[src/rtl/dp_tap_pkg.sv]
// dp_tap_pkg: shared TAP state encoding, instruction codes and IR capture pattern.
package dp_tap_pkg;

    // Standard IEEE 1149.1 state encoding, so tap_state matches common debug tools
    typedef enum logic [3:0] {
        TAP_EXIT2_DR         = 4'h0,
        TAP_EXIT1_DR         = 4'h1,
        TAP_SHIFT_DR         = 4'h2,
        TAP_PAUSE_DR         = 4'h3,
        TAP_SELECT_IR        = 4'h4,
        TAP_UPDATE_DR        = 4'h5,
        TAP_CAPTURE_DR       = 4'h6,
        TAP_SELECT_DR        = 4'h7,
        TAP_EXIT2_IR         = 4'h8,
        TAP_EXIT1_IR         = 4'h9,
        TAP_SHIFT_IR         = 4'hA,
        TAP_PAUSE_IR         = 4'hB,
        TAP_RUN_TEST_IDLE    = 4'hC,
        TAP_UPDATE_IR        = 4'hD,
        TAP_CAPTURE_IR       = 4'hE,
        TAP_TEST_LOGIC_RESET = 4'hF
    } tap_state_t;

    // Instruction codes; BYPASS is all ones at whatever width the IR has
    localparam int INSTR_EXTEST = 0;
    localparam int INSTR_SAMPLE = 1;
    localparam int INSTR_IDCODE = 2;

    // Low bits loaded into the IR shift stage on CAPTURE_IR, zero-extended to IR width
    localparam logic [1:0] IR_CAPTURE_LSBS = 2'b01;

endpackage

[src/rtl/dp_tap_sync.sv]
// dp_tap_sync: brings the raw JTAG pins into the iclk domain and finds tck edges.
module dp_tap_sync (
    input  logic i_iclk,
    input  logic i_resetn,
    input  logic i_tck,
    input  logic i_tms,
    input  logic i_tdi,
    output logic o_tck_rise,
    output logic o_tck_fall,
    output logic o_tms,
    output logic o_tdi
);

    logic [2:0] r_tck_s;
    logic [1:0] r_tms_s;
    logic [1:0] r_tdi_s;

    // Two-flop synchronizers for all pins, plus a third tck flop for edge detection
    always_ff @(posedge i_iclk or negedge i_resetn) begin
        if (!i_resetn) begin
            r_tck_s <= '0;
            r_tms_s <= '0;
            r_tdi_s <= '0;
        end else begin
            r_tck_s <= {r_tck_s[1:0], i_tck};
            r_tms_s <= {r_tms_s[0], i_tms};
            r_tdi_s <= {r_tdi_s[0], i_tdi};
        end
    end

    assign o_tck_rise = r_tck_s[1] & ~r_tck_s[2];
    assign o_tck_fall = ~r_tck_s[1] & r_tck_s[2];
    assign o_tms      = r_tms_s[1];
    assign o_tdi      = r_tdi_s[1];

endmodule

[src/rtl/dp_tap_ctrl.sv]
// dp_tap_ctrl: oversampled JTAG TAP controller driving a boundary scan chain.
// Optional feature macro: DP_TAP_IDCODE_EN adds the IDCODE instruction and the
// 32-bit ID register, and makes IDCODE the reset instruction (BYPASS otherwise).
module dp_tap_ctrl
    import dp_tap_pkg::*;
#(
    parameter int          IR_W       = 4,
    parameter logic [31:0] IDCODE_VAL = 32'h1000_0001
) (
    input  logic       iclk,
    input  logic       resetn,
    input  logic       tck,
    input  logic       tms,
    input  logic       tdi,
    output logic       tdo,
    output logic       tdo_en,
    output logic       bsr_si,
    input  logic       bsr_so,
    output logic       bsr_mode,
    output logic       bsr_shift_dr,
    output logic       bsr_clk_dr,
    output logic       bsr_update_dr,
    output logic [3:0] tap_state
);

    localparam logic [IR_W-1:0] IR_CAPTURE = IR_W'(IR_CAPTURE_LSBS);
    localparam logic [IR_W-1:0] IR_EXTEST  = IR_W'(INSTR_EXTEST);
    localparam logic [IR_W-1:0] IR_SAMPLE  = IR_W'(INSTR_SAMPLE);
`ifdef DP_TAP_IDCODE_EN
    localparam logic [IR_W-1:0] IR_IDCODE  = IR_W'(INSTR_IDCODE);
    localparam logic [IR_W-1:0] IR_RESET   = IR_IDCODE;
`else
    localparam logic [IR_W-1:0] IR_RESET   = '1;
`endif

    logic            w_tck_rise;
    logic            w_tck_fall;
    logic            w_tms;
    logic            w_tdi;
    tap_state_t      r_state;
    tap_state_t      w_next;
    logic [IR_W-1:0] r_ir_shift;
    logic [IR_W-1:0] r_ir;
    logic            r_bypass;
    logic            r_mode;
    logic            r_shift_dr;
    logic            r_clk_dr;
    logic            r_update_dr;
    logic            r_tdo;
    logic            r_tdo_en;
    logic            w_clk_dr_nxt;
    logic            w_update_dr_nxt;
    logic            w_sel_bsr;
    logic            w_sel_id;
    logic            w_id_lsb;
    logic            w_dr_lsb;

    dp_tap_sync u_sync (
        .i_iclk     (iclk),
        .i_resetn   (resetn),
        .i_tck      (tck),
        .i_tms      (tms),
        .i_tdi      (tdi),
        .o_tck_rise (w_tck_rise),
        .o_tck_fall (w_tck_fall),
        .o_tms      (w_tms),
        .o_tdi      (w_tdi)
    );

    assign w_sel_bsr = (r_ir == IR_EXTEST) || (r_ir == IR_SAMPLE);

`ifdef DP_TAP_IDCODE_EN
    logic [31:0] r_idreg;

    assign w_sel_id = (r_ir == IR_IDCODE);
    assign w_id_lsb = r_idreg[0];

    // ID register captures the fixed ID value and shifts tdi in from the top
    always_ff @(posedge iclk or negedge resetn) begin
        if (!resetn) begin
            r_idreg <= '0;
        end else if (w_tck_rise && w_sel_id) begin
            if (r_state == TAP_CAPTURE_DR) begin
                r_idreg <= IDCODE_VAL;
            end else if (r_state == TAP_SHIFT_DR) begin
                r_idreg <= {w_tdi, r_idreg[31:1]};
            end
        end
    end
`else
    // No ID register in this build; code 2 falls through to the bypass register
    assign w_sel_id = 1'b0;
    assign w_id_lsb = IDCODE_VAL[0];
`endif

    assign w_dr_lsb = w_sel_bsr ? bsr_so : (w_sel_id ? w_id_lsb : r_bypass);

    // State register advances once per synchronized tck rising edge
    always_ff @(posedge iclk or negedge resetn) begin
        if (!resetn) begin
            r_state <= TAP_TEST_LOGIC_RESET;
        end else if (w_tck_rise) begin
            r_state <= w_next;
        end
    end

    // Standard 1149.1 transition table driven by synchronized tms
    always_comb begin
        w_next = r_state;
        case (r_state)
            TAP_TEST_LOGIC_RESET: w_next = w_tms ? TAP_TEST_LOGIC_RESET : TAP_RUN_TEST_IDLE;
            TAP_RUN_TEST_IDLE:    w_next = w_tms ? TAP_SELECT_DR : TAP_RUN_TEST_IDLE;
            TAP_SELECT_DR:        w_next = w_tms ? TAP_SELECT_IR : TAP_CAPTURE_DR;
            TAP_CAPTURE_DR:       w_next = w_tms ? TAP_EXIT1_DR : TAP_SHIFT_DR;
            TAP_SHIFT_DR:         w_next = w_tms ? TAP_EXIT1_DR : TAP_SHIFT_DR;
            TAP_EXIT1_DR:         w_next = w_tms ? TAP_UPDATE_DR : TAP_PAUSE_DR;
            TAP_PAUSE_DR:         w_next = w_tms ? TAP_EXIT2_DR : TAP_PAUSE_DR;
            TAP_EXIT2_DR:         w_next = w_tms ? TAP_UPDATE_DR : TAP_SHIFT_DR;
            TAP_UPDATE_DR:        w_next = w_tms ? TAP_SELECT_DR : TAP_RUN_TEST_IDLE;
            TAP_SELECT_IR:        w_next = w_tms ? TAP_TEST_LOGIC_RESET : TAP_CAPTURE_IR;
            TAP_CAPTURE_IR:       w_next = w_tms ? TAP_EXIT1_IR : TAP_SHIFT_IR;
            TAP_SHIFT_IR:         w_next = w_tms ? TAP_EXIT1_IR : TAP_SHIFT_IR;
            TAP_EXIT1_IR:         w_next = w_tms ? TAP_UPDATE_IR : TAP_PAUSE_IR;
            TAP_PAUSE_IR:         w_next = w_tms ? TAP_EXIT2_IR : TAP_PAUSE_IR;
            TAP_EXIT2_IR:         w_next = w_tms ? TAP_UPDATE_IR : TAP_SHIFT_IR;
            TAP_UPDATE_IR:        w_next = w_tms ? TAP_SELECT_DR : TAP_RUN_TEST_IDLE;
            default:              w_next = TAP_TEST_LOGIC_RESET;
        endcase
    end

    // Chain strobes are decided from the state held before the tck_rise transition
    always_comb begin
        w_clk_dr_nxt    = 1'b0;
        w_update_dr_nxt = 1'b0;
        if (w_tck_rise && w_sel_bsr) begin
            w_clk_dr_nxt    = (r_state == TAP_CAPTURE_DR) || (r_state == TAP_SHIFT_DR);
            w_update_dr_nxt = (r_state == TAP_UPDATE_DR);
        end
    end

    // One-cycle strobes, with shift_dr moving on the same edge as its clk_dr pulse
    always_ff @(posedge iclk or negedge resetn) begin
        if (!resetn) begin
            r_clk_dr    <= 1'b0;
            r_update_dr <= 1'b0;
            r_shift_dr  <= 1'b0;
        end else begin
            r_clk_dr    <= w_clk_dr_nxt;
            r_update_dr <= w_update_dr_nxt;
            if (w_tck_rise) begin
                r_shift_dr <= (r_state == TAP_SHIFT_DR);
            end
        end
    end

    // Instruction register: capture/shift stage plus active IR, held at reset code in TLR
    always_ff @(posedge iclk or negedge resetn) begin
        if (!resetn) begin
            r_ir_shift <= '0;
            r_ir       <= IR_RESET;
        end else begin
            if (w_tck_rise) begin
                case (r_state)
                    TAP_CAPTURE_IR: r_ir_shift <= IR_CAPTURE;
                    TAP_SHIFT_IR:   r_ir_shift <= {w_tdi, r_ir_shift[IR_W-1:1]};
                    TAP_UPDATE_IR:  r_ir       <= r_ir_shift;
                    default:        ;
                endcase
            end
            if (r_state == TAP_TEST_LOGIC_RESET) begin
                r_ir <= IR_RESET;
            end
        end
    end

    // Bypass register captures 0 and delays tdi by one shift when selected
    always_ff @(posedge iclk or negedge resetn) begin
        if (!resetn) begin
            r_bypass <= 1'b0;
        end else if (w_tck_rise && !w_sel_bsr && !w_sel_id) begin
            if (r_state == TAP_CAPTURE_DR) begin
                r_bypass <= 1'b0;
            end else if (r_state == TAP_SHIFT_DR) begin
                r_bypass <= w_tdi;
            end
        end
    end

    // Registered cell mode so the pins switch cleanly after UPDATE_IR
    always_ff @(posedge iclk or negedge resetn) begin
        if (!resetn) begin
            r_mode <= 1'b0;
        end else begin
            r_mode <= (r_ir == IR_EXTEST);
        end
    end

    // tdo and its enable launch on the falling tck so the host samples on the next rise
    always_ff @(posedge iclk or negedge resetn) begin
        if (!resetn) begin
            r_tdo    <= 1'b0;
            r_tdo_en <= 1'b0;
        end else if (w_tck_fall && !w_tck_rise) begin
            r_tdo_en <= (r_state == TAP_SHIFT_IR) || (r_state == TAP_SHIFT_DR);
            if (r_state == TAP_SHIFT_IR) begin
                r_tdo <= r_ir_shift[0];
            end else if (r_state == TAP_SHIFT_DR) begin
                r_tdo <= w_dr_lsb;
            end
        end
    end

    assign tdo           = r_tdo;
    assign tdo_en        = r_tdo_en;
    assign bsr_si        = w_tdi;
    assign bsr_mode      = r_mode;
    assign bsr_shift_dr  = r_shift_dr;
    assign bsr_clk_dr    = r_clk_dr;
    assign bsr_update_dr = r_update_dr;
    assign tap_state     = r_state;

endmodule

[config.mk]
export PLATFORM = sky130hd
export DESIGN_NAME = dp_tap_ctrl
export DESIGN_NICKNAME = d
export VERILOG_FILES = /design/src/rtl/dp_tap_pkg.sv /design/src/rtl/dp_tap_sync.sv /design/src/rtl/dp_tap_ctrl.sv
export SDC_FILE = /design/constraint.sdc
export NUM_CORES = 1
export LEC_CHECK = 0
export BUFFER_PORTS_ARGS = -buffer_cell sky130_fd_sc_hd__buf_2
export CAP_MARGIN = 20
export CORE_UTILIZATION = 49
export CTS_BUF_LIST = sky130_fd_sc_hd__clkbuf_16
export DETAILED_ROUTE_END_ITERATION = 12
export GPL_TIMING_DRIVEN = 0
export PLACE_DENSITY = 0.83
export SLEW_MARGIN = 20
export SYNTH_ARGS = -nofsm -noshare
export SYNTH_HDL_FRONTEND = slang
export SYNTH_SLANG_ARGS = --single-unit
[constraint.sdc]
create_clock -name iclk -period 1.5 [get_ports iclk]
set_input_delay 0.15 -clock iclk [delete_from_list [all_inputs] [get_ports iclk]]
set_output_delay 0.15 -clock iclk [all_outputs]
set_load 0.03 [all_outputs]
# Word level (Yosys, flattened, before mapping)
# Cells that the tools add are included.
# classes
bitwise	4
n_eq_ne	16
n_reduce_logical	22
mux	24
# op_table
operator	count
$pmux 4 s12	1
$eq 4x4->1 const B	8
$eq 4x3->1 const B	4
$mux 4	4
$mux 2	6
$mux 3	4
$reduce_bool 2->1	5
$eq 4x1->1 const B	2
$eq 4x2->1 const B	2
$logic_not 4->1	2
$mux 1	8
$pmux 4 s2	1
$reduce_and 2->1	4
$reduce_or 2->1	2
$logic_and 1x1->1	3
$logic_or 1x1->1	3
$reduce_or 3->1	1
$and 1x1->1	2
$logic_not 1->1	2
$not 1->1	2
# totals
inputBits	6
ff_bits	26
word_cells	79
output_inout_bits	11

# Longest topological paths before layout
# Gate-level depths: netlist of run 1.
# logic_depth
word_depth	5
depth_mapped	4
ltp_nobuf	3

# Cells and area by module
# A second synthesis of run 1 with hierarchy kept.
# unflattened
cells_unflattened	100
hier_area_um2	1067.3
# modules_own_cells
mod	cells_each	area_per_inst_um2	seq_area_each_um2	n_inst
dp_tap_ctrl	91	877.1	485.5	1
dp_tap_sync	9	190.2	175.2	1

# Worst setup path after synthesis of run 1
# No wires, ideal clock.
# synth_timing
path_kind	register to register
start	register r_state[0] (netlist: tap_state[0])
end	register r_ir_shift[1]
required_ps	1375
n_path_buf	1
arrival_time_ps	1430
stages_incl_launch_ff	4
synth_period_minus_slack_ps	1555
setup_slack_ps	-55
setup_time_ps	125
cell_sequence	dfstp_2 clkbuf_1 nand4b_2 mux2_2
# synth_between
elab_chain_cells	3
elab_cells_between_ends	5
classes_between	eq/ne (2); mux (1); reduce/logical (2)
# synth_lines
item	line_no	source
start: declaration	dp_tap_ctrl.sv:40	tap_state_t r_state;
start signal: assignment	dp_tap_ctrl.sv:103	r_state <= w_next;
$eq 4x4->1	dp_tap_ctrl.sv:163	case (r_state)
$reduce_bool 2->1 (no line)	--	
$reduce_and 2->1 (no line)	--	
end signal: assignment	dp_tap_ctrl.sv:165	TAP_SHIFT_IR: r_ir_shift <= {w_tdi, r_ir_shift[IR_W-1:1]};
end: declaration	dp_tap_ctrl.sv:42	logic [IR_W-1:0] r_ir_shift;
# Several ways; a longest one is shown, not always the timed one.
# A chain may end at the register's enable or synchronous reset.

# Final worst setup path of run 1
# layout_timing
start	register r_ir[1]
end	register r_tdo (netlist: tdo)
# layout_between
elab_chain_cells	5
elab_cells_between_ends	6
classes_between	eq/ne (1); mux (3); reduce/logical (2)
# layout_lines
item	line_no	source
start: declaration	dp_tap_ctrl.sv:43	logic [IR_W-1:0] r_ir;
start signal: assignment	dp_tap_ctrl.sv:166	TAP_UPDATE_IR: r_ir <= r_ir_shift;
$eq 4x1->1 or $logic_not 4->1 (tied branches)	dp_tap_ctrl.sv:70	assign w_sel_bsr = (r_ir == IR_EXTEST) || (r_ir == IR_SAMPLE);
$logic_or 1x1->1 *	dp_tap_ctrl.sv:70	
$mux 1 *	dp_tap_ctrl.sv:96	assign w_dr_lsb = w_sel_bsr ? bsr_so : (w_sel_id ? w_id_lsb : r_bypass);
$mux 1 *	dp_tap_ctrl.sv:207	end else if (r_state == TAP_SHIFT_DR) begin
$mux 1 *	dp_tap_ctrl.sv:205	if (r_state == TAP_SHIFT_IR) begin
end signal: assignment	dp_tap_ctrl.sv:206	r_tdo <= r_ir_shift[0];
end signal: assignment	dp_tap_ctrl.sv:208	r_tdo <= w_dr_lsb;
end: declaration	dp_tap_ctrl.sv:49	logic r_tdo;
# Every way passes the cells marked *; elsewhere a longest branch is shown, timed or not. The select of a mux whose other input is x is not followed.

==> results of run 1 <==
==> power groups by stage <==
stage          sequential, µW  combinational (µW)  clock, µW
5_1_grt                  1180                1000        620
3_5_place_dp             1160                 886          0
6_report                 1150                 926        587
2_1_floorplan            1270                 532          0
3_3_place_gp             1140                 859          0
4_1_cts                  1150                 902        591
==> worst max-delay path, stage by stage, from the launching register on <==
cell,delay (ps)
dfstp_2,390
or3_4,420
a221o_1,330
a22o_1,200
==> sequential cells by signal, summed over array words and instances, names as in the netlist, 2 cells and up <==
register / flops
u_sync.r_tdi_s: 2
u_sync.r_tms_s: 2
r_ir_shift: 4
r_ir: 4
u_sync.r_tck_s: 3
tap_state: 4
==> synth_stat cells (2+ instances only) <==
library cell / instances / area share
dfrtp_1: 18 / 0.40
a21oi_1: 8 / 0.035
dfstp_2: 8 / 0.18
nor2_1: 8 / 0.026
mux2_2: 4 / 0.040
nor2b_1: 4 / 0.022
o22ai_1: 4 / 0.022
or3b_2: 4 / 0.031
clkbuf_1: 3 / 0.0099
nand2_1: 3 / 0.0099
nand2b_1: 3 / 0.017
o21ai_0: 3 / 0.013
a221o_1: 2 / 0.018
inv_1: 2 / 0.0066
nand3_1: 2 / 0.0088
nor4b_1: 2 / 0.015
or3_1: 2 / 0.011
==> path summary, 6_finish.rpt <==
path | startpoint | end | slack [ps] | cells after the start
worst max-delay path | r_ir[1] | tdo | 50 | 3
worst min-delay path | u_sync.r_tck_s[0] | u_sync.r_tck_s[1] | 350 | 0
worst max register to register | r_ir[1] | tdo | 50 | 3
worst min register to register | u_sync.r_tck_s[0] | u_sync.r_tck_s[1] | 350 | 0
max in group asynchronous | resetn | u_sync.r_tck_s[1] | 700 | 2
min in group asynchronous | resetn | bsr_shift_dr | 400 | 2
==> layer usage <==
layer | up-vias | part of all wire | global-route usage
met3 | 2 | 0.028 | 0.0273
met1 | 397 | 0.48 | 0.241
met5 | - | 0 | 0
li1 | 404 | - | -
met2 | 18 | 0.49 | 0.300
met4 | 0 | 0.0043 | 0.0905
==> area by class of cell <==
cell class / instances / area [µm²]
fill: 170 / 796
sequential: 26 / 662
multi-input combinational: 65 / 469
timing repair buffer: 20 / 120
clock buffer: 3 / 75.1
tap: 28 / 35.0
buffer: 4 / 22.5
inverter: 2 / 7.51
clock inverter: 1 / 3.75
==> metrics by stage <==
step	instance area, µm²	hold WS [ps]	TNS, ps	worst slack, ps
final	1400	353	0	54.7
after detailed placement	1260	169	-107	-86.8
after floorplan	1150	-146	0	25.7
after global routing	1400	358	0	8.79
after CTS	1380	355	0	20.6
after global placement	1260	162	-0.543	-0.543
==> kinds of logic after synthesis <==
group	share of synthesized area
buffers and inverters	0.0209
and+or+nand+nor	0.195
muxes	0.0583
AOI/OAI and AO/OA	0.145
DFF	0.581
==> timing repair <==
action	CTS	global route
pin swaps	0	1
resized for setup	1	7
endpoints found under the setup margin	5	10
hold buffers	4	0
hold endpoints to repair	21	0
==> results.md, run 1 <==
* Routed len/inst at 14.1 µm
* Antenna diodes at 0
* Final nets at ~130
* Die area at around 2500 µm²
* Via count at a little over 800
* GRT Util Overall at 0.185
* DP HPWL at between 1000 and 1500 µm
* Status: completed
* Seq pwr share at 0.432
* Share of layout cells above drive strength 1 at 0.397
* First-pass GRT wire length at ~3400 µm
* VDD IR-drop max at ~0.82 mV
* Period Utilization, post-route at 0.964
* Switching share of power at 0.365
* Drt pass-1 iters at 5
* CTS tree: built
* DRT iter0 DRCs at 11
* Synth warn at 0
* Non-Filler Instances at ~150
* Clock Sinks at 26
* Post-CTS Setup Inserts at 0
* Synthesis-stage register bit count at 26
* Internal power at approximately 1700 µW
* Largest net degree at the start of global routing at 27
* Req. time, crit path at roughly 1600 ps
* Die Span Y at 50.2 µm
* Die W at between 50 and 60 µm
* Ports at 17
* Distinct cell type count after synthesis at 34
* Synth Flop Type: dfrtp_1
* Vias per cell at 5.51
* Async SR Flop Fraction at 1.00
* Core Util, Final at 0.637
* Max FO, Critical Path at 5
* Most frequent cells in the layout: buf_2 (17), dfrtp_1 (17), nor2_1 (8), a21oi_1 (8), dfstp_2 (8)
* Max cap viols at 0
* Synthesized area per cell at between 10 and 15 µm²
* Root buffer cell: clkbuf_16
* CP endpoint kind: flip-flop
* Fin. Hold Viols at 0
* Actual slew at the worst max-slew pin at around 540 ps
* Initial antenna violation count at 0
* Tot Pwr at between 2000 and 3000 µW
* Max clock buf depth at 2
* Mapped Area at between 1000 and 1500 µm²
* Row cnt at 17
* Final Critical Period at approximately 1400 ps
* Post-synth EDFFs at 0
* Worst skew pair latency at approximately 260 ps
* NetSw at a little under 1000 µW
* Sequential area share after synthesis at 0.581
* Synth Net Count at 103
* Clock transition at path regs at 60 ps
* GRT Residual Overflow at 0
* RSZ-0062 raised after global routing: false
* Number of global-route vias before repair at between 700 and 800
* Upper clock frequency limit at 692 MHz
* Core box area at approximately 2200 µm²
* HP Class: reg2reg
* Area Growth Syn to Fin at 22.7%
* Clock share of power at 0.220
* Drt total wl at 2110 µm
* Slew HR at 0.639
* H-tree depth at 1
* Power density over cell area at ~1900 nW/µm²
* Final Setup Violations at 0
* Leakage at 0.000639 µW
* Worst Clk Skew at 3.77 ps
* Cells after Synth at 97
* # DRC at 0
* Startpoint types: flip-flop
* Placed cells at roughly 140
* Comb pwr share at 0.348
* Initial core utilization at 0.519
* Critical Path AT at roughly 1600 ps
* PortBufs at 16
* Routability cong. at ~0.89
* ANT nets after route at 0
* CTS buffer count at 3
* Max-slew violations at 0
* CP Class: reg2reg
No activity file was read; power rests on OpenSTA's default activity.
==> run 2: changes to the inputs <==
--- a/config.mk
+++ b/config.mk
@@ -5,6 +5,7 @@
 export SDC_FILE = /design/constraint.sdc
 export NUM_CORES = 1
 export LEC_CHECK = 0
+export ABC_AREA = 1
 export BUFFER_PORTS_ARGS = -buffer_cell sky130_fd_sc_hd__buf_2
 export CAP_MARGIN = 20
 export CORE_UTILIZATION = 49
@@ -12,7 +13,6 @@
 export DETAILED_ROUTE_END_ITERATION = 12
 export GPL_TIMING_DRIVEN = 0
 export PLACE_DENSITY = 0.83
-export SLEW_MARGIN = 20
 export SYNTH_ARGS = -nofsm -noshare
 export SYNTH_HDL_FRONTEND = slang
 export SYNTH_SLANG_ARGS = --single-unit
==> results.md, run 2 <==
* Status: completed
* Row cnt at 16 (-1)
* Clock transition at path regs at 60 ps (about the same)
* RSZ-0062 raised after global routing: false
* Antenna diodes at 0 (unchanged)
* First-pass GRT wire length at 3780 µm (+10%)
* PortBufs at 16 (unchanged)
* Leakage at 0.000691 µW (+8.1%)
* Die W at 49.5 µm (-1.3%)
* Reg2reg path depth at 6 (+3)
* Max FO, Critical Path at 8 (+3)
* Final Critical Period at 1320 ps (-128 ps)
* Async SR Flop Fraction at 1.00 (unchanged)
* Actual slew at the worst max-slew pin at 561 ps (+19.8 ps)
* Yosys top cell area share at 0.407 (+0.0107)
* Synth Flop Type: dfrtp_1
* Slew HR at 0.626 (-0.0132)
* Top post-synthesis cells by count: nand2_1 (26), dfrtp_1 (18), inv_1 (17)
* Post-synth EDFFs at 0 (unchanged)
* Initial antenna violation count at 0 (unchanged)
* Tot Pwr at 2750 µW (+3.3%)
* Non-Filler Instances at 173 (+16%)
* Core box area at 2040 µm² (-6.8%)
* Initial core utilization at 0.542 (+0.0231)
* Power density over cell area at 2010 nW/µm² (+5.5%)
* Post-CTS Setup Inserts at 0 (unchanged)
* Placed cells at 165 (+17%)
* Req. time, crit path at 1680 ps (+40 ps)
* CP Class: reg2reg
* ANT nets after route at 0 (unchanged)
* Synthesis-stage register bit count at 26 (unchanged)
* Worst skew pair latency at 260 ps (about the same)
* DP HPWL at 1540 µm (+9.0%)
* Mapped Area at 1110 µm² (-2.6%)
* Cells after Synth at 122 (+26%)
* GRT Util Overall at 0.208 (+0.0230)
* Storage cell area at 661 µm² (-0.19%)
* Fill count at 176 (+3.5%)
* Distinct cell type count after synthesis at 18 (-47%)
* Setup TNS at 0 ps (unchanged)
* Period Utilization, post-route at 0.878 (-0.0854)
* Synthesized area per cell at 9.08 µm² (-23%)
* Ports at 17 (unchanged)
* Number of global-route vias before repair at 870 (+16%)
* Die area at 2450 µm² (-2.5%)
* Largest net degree at the start of global routing at 27 (unchanged)
* Final nets at 153 (+20%)
* Share of layout cells above drive strength 1 at 0.253 (-0.143)
* CTS buffer count at 3 (unchanged)
* Area Growth Syn to Fin at 23.4%
* Worst Hold Depth at 5 (+5)
* Fin. Hold Viols at 0 (unchanged)
* Via count at 893 (+8.8%)
* Area leader, netlist: dfrtp_1
* Most frequent cells in the layout: nand2_1 (26), dfrtp_1 (18), inv_1 (17)
* Routability cong. at 0.833 (-6.0%)
* Critical Path AT at 1500 ps (-90 ps)
* Sequential area share after synthesis at 0.597 (+0.0158)
* Vias per cell at 5.16 (-6.3%)
* HP Class: in2reg
* Post-CTS Resized at 0 (-1)
* Max-slew violations at 0 (unchanged)
* Hold Slack at 241 ps (-112 ps)
* CTS tree: built
* Drt pass-1 iters at 4 (-1)
* Synth Net Count at 128 (+24%)
* Multi-input logic area at 372 µm² (-21%)
* Startpoint types: flip-flop
* Max clock buf depth at 2 (unchanged)
* # DRC at 0 (unchanged)
* Clock Sinks at 26 (unchanged)
* Upper clock frequency limit at 759 MHz (+9.7%)
* Die Span Y at 49.5 µm (-1.3%)
* Root buffer cell: clkbuf_16
* VDD IR-drop max at 1.20 mV (+46%)
* Routed len/inst at 12.8 µm (-9.5%)
* H-tree depth at 1 (unchanged)
* Commonest non-fill, non-tap cell in the layout: nand2_1
* Count leader, synth: nand2_1
* DRT iter0 DRCs at 23 (+12)
* Final Setup Violations at 0 (unchanged)
* Top post-synthesis cells by area: dfrtp_1 (41%), dfstp_2 (19%), nand2_1 (8.8%), o21ai_0 (5.9%), inv_1 (5.8%)
* Max cap viols at 0 (unchanged)
* Worst Clk Skew at 1.29 ps (-2.48 ps)
* Drt total wl at 2220 µm (+5.1%)
* Synth warn at 0 (unchanged)
* CP endpoint kind: flip-flop
* GRT Residual Overflow at 0 (unchanged)
-- run 2: per-layer routing --
layer	vias up	GRT usage	wire (µm)
li1	441	-	-
met1	424	0.264	941
met2	21	0.363	1150
met3	7	0.0278	67
met4	0	0.0714	52
met5	-	0	0
-- run 2: worst paths after layout --
kind | start | to | slack (ps)
worst max-delay path | tap_state[3] | r_ir[0] | 180
worst min-delay path | bsr_so | tdo | 240
worst max register to register | tap_state[3] | r_ir[0] | 180
worst min register to register | u_sync.r_tms_s[0] | u_sync.r_tms_s[1] | 360
max in group asynchronous | resetn | tap_state[0] | 710
min in group asynchronous | resetn | r_ir_shift[0] | 410
-- run 2: stage by stage --
step / instance area [µm²] / util / setup slack [ps]
final: 1370 / 0.669 / 183
after floorplan: 1110 / - / 225
after CTS: 1370 / 0.669 / 192
after global routing: 1370 / 0.669 / 94.7
after global placement: 1220 / 0.598 / 303
after detailed placement: 1220 / 0.598 / 244
-- run 2: cell type report --
cell class / instances / share of cell area
well taps: 27 / 0.0247
flip-flops and latches: 26 / 0.484
multi-input cells: 76 / 0.272
clock inverters: 1 / 0.0220
repair buffers: 20 / 0.0879
clock buffers: 3 / 0.0549
inverters: 20 / 0.0549
-- run 2: critical path: stages (launching register included) --
cell and delay (ps):
dfstp_2 580, nand2_1 70, inv_2 90, nand2_2 60, a21oi_4 190, nor2_1 80, a21oi_1 160
-- run 2: logic make-up (layout without fill, tap and decap cells) --
logic type	Yosys count	in the layout	share of synthesized area
AO/OA/AOI/OAI	26	26	0.137
buffers and inverters	20	44	0.0678
flip-flops	26	26	0.597
AND/OR/NAND/NOR	50	50	0.199
-- run 2: power by group --
group,total (µW),internal (µW),switching [µW]
registers,1090,955,134
logic,902,252,650
clock network,761,530,231
-- run 2: repair_timing --
item	in CTS	in global routing
hold buffers	4	0
setup endpoints to repair	0	0
hold endpoints to repair	21	0
